--- src/rtl/enable_gen.sv ---
// Start/stop enable generator: synchronised, debounced push-button
// toggling a STOP/RUN FSM that gates a DIV-cycle enable prescaler.
module enable_gen #(
    parameter int DIV = 10,
    parameter int DEB = 4
) (
    input  logic NEclk,
    input  logic Nreset,
    input  logic Btn,
    input  logic Clr,
    output logic Enable,
    output logic Running
);

    localparam int PW = $clog2(DIV);
    localparam int DW = (DEB > 1) ? $clog2(DEB) : 1;

    localparam logic [0:0] STOP = 1'b0;
    localparam logic [0:0] RUN  = 1'b1;

    localparam logic [PW-1:0] PMAX = PW'(DIV - 1);
    localparam logic [DW-1:0] DMAX = DW'(DEB - 1);

    logic          s1;
    logic          s2;
    logic          db;
    logic [DW-1:0] dcnt;
    logic          settle;
    logic          press;

    logic [0:0]    state;
    logic [0:0]    state_nx;
    logic [PW-1:0] pre;
    logic [PW-1:0] pre_nx;
    logic          en_nx;
    logic          do_clr;
    logic          do_tog;
    logic          do_step;

    always_ff @(negedge NEclk or negedge Nreset) begin
        if (!Nreset) begin
            s1 <= 1'b0;
            s2 <= 1'b0;
        end else begin
            s1 <= Btn;
            s2 <= s1;
        end
    end

    // db follows s2 only after DEB consecutive disagreeing edges
    assign settle = (s2 != db) && (dcnt == DMAX);
    assign press  = settle && s2;

    always_ff @(negedge NEclk or negedge Nreset) begin
        if (!Nreset) begin
            db   <= 1'b0;
            dcnt <= '0;
        end else if (s2 == db) begin
            dcnt <= '0;
        end else if (dcnt == DMAX) begin
            db   <= s2;
            dcnt <= '0;
        end else begin
            dcnt <= dcnt + 1'b1;
        end
    end

    // clear beats a press; a toggle edge never advances the prescaler
    assign do_clr  = Clr;
    assign do_tog  = press && !Clr;
    assign do_step = (state == RUN) && !Clr && !press;

    always_comb begin
        state_nx = state;
        pre_nx   = pre;
        en_nx    = 1'b0;
        unique case (1'b1)
            do_clr: begin
                state_nx = STOP;
                pre_nx   = '0;
            end
            do_tog: begin
                state_nx = ~state;
            end
            do_step: begin
                if (pre == PMAX) begin
                    pre_nx = '0;
                    en_nx  = 1'b1;
                end else begin
                    pre_nx = pre + 1'b1;
                end
            end
            default: ;
        endcase
    end

    always_ff @(negedge NEclk or negedge Nreset) begin
        if (!Nreset) begin
            state   <= STOP;
            pre     <= '0;
            Enable  <= 1'b0;
            Running <= 1'b0;
        end else begin
            state   <= state_nx;
            pre     <= pre_nx;
            Enable  <= en_nx;
            Running <= (state_nx == RUN);
        end
    end

endmodule

--- config.mk ---
export PLATFORM = sky130hd
export DESIGN_NAME = enable_gen
export DESIGN_NICKNAME = d
export VERILOG_FILES = /design/src/rtl/enable_gen.sv
export SDC_FILE = /design/constraint.sdc
export NUM_CORES = 1
export LEC_CHECK = 0
export ABC_AREA = 0
export CAP_MARGIN = 20
export CORE_AREA = 2 2 39 41
export DETAILED_ROUTE_END_ITERATION = 10
export DIE_AREA = 0 0 41 43
export GPL_ROUTABILITY_DRIVEN = 0
export PLACE_DENSITY = 0.69
export SLEW_MARGIN = 20
export SYNTH_ARGS = -nofsm -noshare
export SYNTH_HDL_FRONTEND = slang
export SYNTH_SLANG_ARGS = --single-unit
--- constraint.sdc ---
create_clock -name NEclk -period 1.9 [get_ports NEclk]
set_clock_uncertainty 0.15 [all_clocks]
set_input_delay 0.38 -clock NEclk [delete_from_list [all_inputs] [get_ports NEclk]]
set_output_delay 0.38 -clock NEclk [all_outputs]
set_load 0.005 [all_outputs]
==> results <==
how the worst min path moves through the flow:
stage,end,slack (ns),cells after the start
2_1_floorplan,s2,0.14,0
3_3_place_gp,s2,0.15,0
3_5_place_dp,s2,0.15,0
4_1_cts,s2,0.15,0
5_1_grt,s2,0.16,0
6_report,s2,0.15,0
registers in the layout (all words and copies together) (netlist names):
register	cells
state	1
dcnt	2
pre	4
s2	1
db	1
Enable	1
s1	1
cell type report:
type	instances	area share [%]
Clock inverter	1	0.766
Inverter	3	1.72
Sequential cell	11	42.1
Multi-Input combinational cell	29	36.2
Clock buffer	3	3.45
Tap cell	16	3.07
Timing Repair Buffer	9	12.6
power by group through the flow:
stage / clock [W] / combinational (W) / sequential (W)
finish: 0.000164 / 0.000111 / 0.000293
global route: 0.000181 / 0.000126 / 0.000298
CTS: 0.000171 / 0.000113 / 0.000294
detailed placement: 0 / 0.000114 / 0.000299
global placement: 0 / 0.000114 / 0.000297
floorplan: 0 / 0.0000763 / 0.000296
routing by layer:
layer,track usage [%],routed length (µm)
met4,12.0,32
met2,15.6,384
met5,0,0
met1,16.1,407
met3,3.14,56
what timing repair did:
action                                  CTS  global route
resized for setup                         9             1
buffers inserted                          0             0
endpoints found under the setup margin    8             3
metrics by stage:
| step | TNS [ns] | cell area, µm² | instances | util, % | setup slack, ns |
|---|---|---|---|---|---|
| finish | -0.710 | 653 | 72 | 47.2 | -0.369 |
| global route | -0.784 | 653 | 72 | 47.2 | -0.407 |
| floorplan | -0.0609 | 523 | 43 | - | -0.0609 |
| detailed placement | -3.69 | 636 | 68 | 45.9 | -0.514 |
| global placement | -3.66 | 636 | 68 | 45.9 | -0.490 |
| CTS | -0.732 | 652 | 72 | 47.1 | -0.380 |
layout by cell type (no fill, tap or decap), types with 2 or more instances in the layout:
cell | synthesis | final
sky130_fd_sc_hd__inv_1 | 2 | 2
sky130_fd_sc_hd__ha_1 | 3 | 3
sky130_fd_sc_hd__clkdlybuf4s50_1 | 0 | 2
sky130_fd_sc_hd__o21ai_1 | 2 | 2
sky130_fd_sc_hd__nand4b_1 | 2 | 2
sky130_fd_sc_hd__nor3_1 | 2 | 2
sky130_fd_sc_hd__a21oi_1 | 4 | 4
sky130_fd_sc_hd__dfrtn_1 | 11 | 11
sky130_fd_sc_hd__buf_4 | 0 | 3
sky130_fd_sc_hd__clkbuf_4 | 0 | 3
sky130_fd_sc_hd__buf_2 | 0 | 2
worst reg2reg max path: stages (launching register included):
cell and delay (ns):
sky130_fd_sc_hd__dfrtn_1 0.47, sky130_fd_sc_hd__ha_1 0.20, sky130_fd_sc_hd__nand3b_1 0.18, sky130_fd_sc_hd__a211oi_2 0.24, sky130_fd_sc_hd__o32ai_2 0.09
cells by family after synthesis:
family                   share of synthesized area (%)
multiplexers                                      2.15
flip-flops                                        52.6
AND/OR/NAND/NOR                                   18.9
adder cells (fa/ha/maj)                           7.18
XOR/XNOR                                          1.67
AO/OA/AOI/OAI                                     15.3
buffers and inverters                             2.15
==> insert_results.sql <==
INSERT INTO impl_metrics (metric_group, metric, value, unit) VALUES
('synthesis', 'post_synth.cell_area_avg', '12.2', 'µm²'),
('route', 'detail_route.wl_per_cell', '12.2', 'µm'),
('worst_setup_path', 'cp_slowest_cell', 'sky130_fd_sc_hd__dfrtn_1', ''),
('clock_network', 'hold_buffers', '0', ''),
('worst_setup_path', 'timing.critical_path.from_type', 'flop', ''),
('finish', 'final_net_count', '64', ''),
('worst_setup_path', 'setup.worst_path.start', 'state', ''),
('worst_setup_path', 'crit_end', 'Running', ''),
('synthesis', 'synth.top_cell.area_share', '52.6', '%'),
('worst_setup_path', 'reg2regPathDepth', '4', ''),
('run_status', 'failed_checks', 'setup timing', ''),
('clock_network', 'clkLatencyLatePin', '0.28', 'ns'),
('power', 'clock_power_share', '28.8', '%'),
('clock_network', 'cts.clk_slew.worst_paths', '0.05', 'ns'),
('sta', 'setup_ws', '-0.369', 'ns'),
('floorplanning', 'top_level_ports', '6', ''),
('global_route', 'grt_antenna_before_repair', '0', ''),
('worst_setup_path', 'timing.critical_path.fanout_max', '2', ''),
('route', 'num_vias', '374', ''),
('finish', 'post_route_cells_drive_above_1_share', '33.9', '%'),
('synthesis', 'synth_edf_count', '0', ''),
('worst_setup_path', 'critical_path.top_delay_family', 'flip-flops', ''),
('floorplanning', 'die_w', '41', 'µm'),
('clock_network', 'cts.htree.levels', '1', ''),
('worst_setup_path', 'cpPeakStageDelay', '0.40', 'ns'),
('synthesis', 'synth_seq_cells', '11', ''),
('worst_setup_path', 'path_class', 'reg2out', ''),
('sta', 'final-setup-viol-count', '2', ''),
('global_route', 'first_pass_grt_wire_length', '1.37', 'mm'),
('synthesis', 'seq_area_frac_synth', '52.6', '%'),
('sta', 'worst_slew_pin_slew', '0.211', 'ns'),
('run_status', 'run_status', 'finished, violations left', ''),
('floorplanning', 'dieHeight', '43', 'µm'),
('power', 'sw_ratio', '27.0', '%'),
('power', 'ir_drop', '0.520', 'mV'),
('synthesis', 'post-synth-top-area-cell', 'sky130_fd_sc_hd__dfrtn_1', ''),
('synthesis', 'ys_top_cells_by_area', 'sky130_fd_sc_hd__dfrtn_1 (53%), sky130_fd_sc_hd__ha_1 (7.2%), sky130_fd_sc_hd__a21oi_1 (3.8%)', ''),
('synthesis', 'synthesis.nets', '50', ''),
('clock_network', 'clkSinkCount', '11', ''),
('finish', 'area_delta_synth_final', '24.9', '%'),
('sta', 'hold-worst-slack', '0.151', 'ns'),
('power', 'leakage', '0.275', 'nW'),
('synthesis', 'cells_after_synthesis', '43', ''),
('clock_network', 'cts-buffers-inserted', '3', ''),
('finish', 'fill_cells', '125', ''),
('floorplanning', 'num_rows', '14', ''),
('route', 'wl', '880', 'µm'),
('worst_hold_path', 'holdCritPathClass', 'reg2reg', ''),
('worst_setup_path', 'path_depth', '1', ''),
('power', 'p_int', '0.000415', 'W'),
('worst_setup_path', 'r2r_setup_slack', '0.42', 'ns'),
('route', 'detail_route.iter0.violations', '2', ''),
('synthesis', 'post_synth_instance_area', '523', 'µm²'),
('synthesis', 'synth.cells.most_frequent', 'sky130_fd_sc_hd__dfrtn_1 (11), sky130_fd_sc_hd__a21oi_1 (4), sky130_fd_sc_hd__ha_1 (3)', ''),
('clock_network', 'clock_path_buffers', '2', ''),
('finish', 'sequential_cell_area', '275', 'µm²'),
('run', 'maxCapViolations', '0', ''),
('finish', 'multi_input_area', '236', 'µm²'),
('floorplanning', 'floorplan.die_area', '1760', 'µm²'),
('route', 'vias_per_cell', '5.19', ''),
('sta', 'slew_headroom', '85.8', '%'),
('floorplanning', 'core_area', '1380', 'µm²'),
('synthesis', 'synth_ff_type', 'sky130_fd_sc_hd__dfrtn_1', ''),
('worst_setup_path', 'regToRegStartpoint', 'pre[0]', ''),
('route', 'drc', '0', ''),
('route', 'drt_first_pass_iters', '3', ''),
('synthesis', 'synth-async-reset-ratio', '100', '%'),
('floorplanning', 'initial_utilization', '37.8', '%'),
('synthesis', 'synth_warn', '0', ''),
('power', 'p_seq_share', '51.6', '%'),
('sta', 'max_slew_vio_count', '0', '');
(Power assumes the default switching activity.)
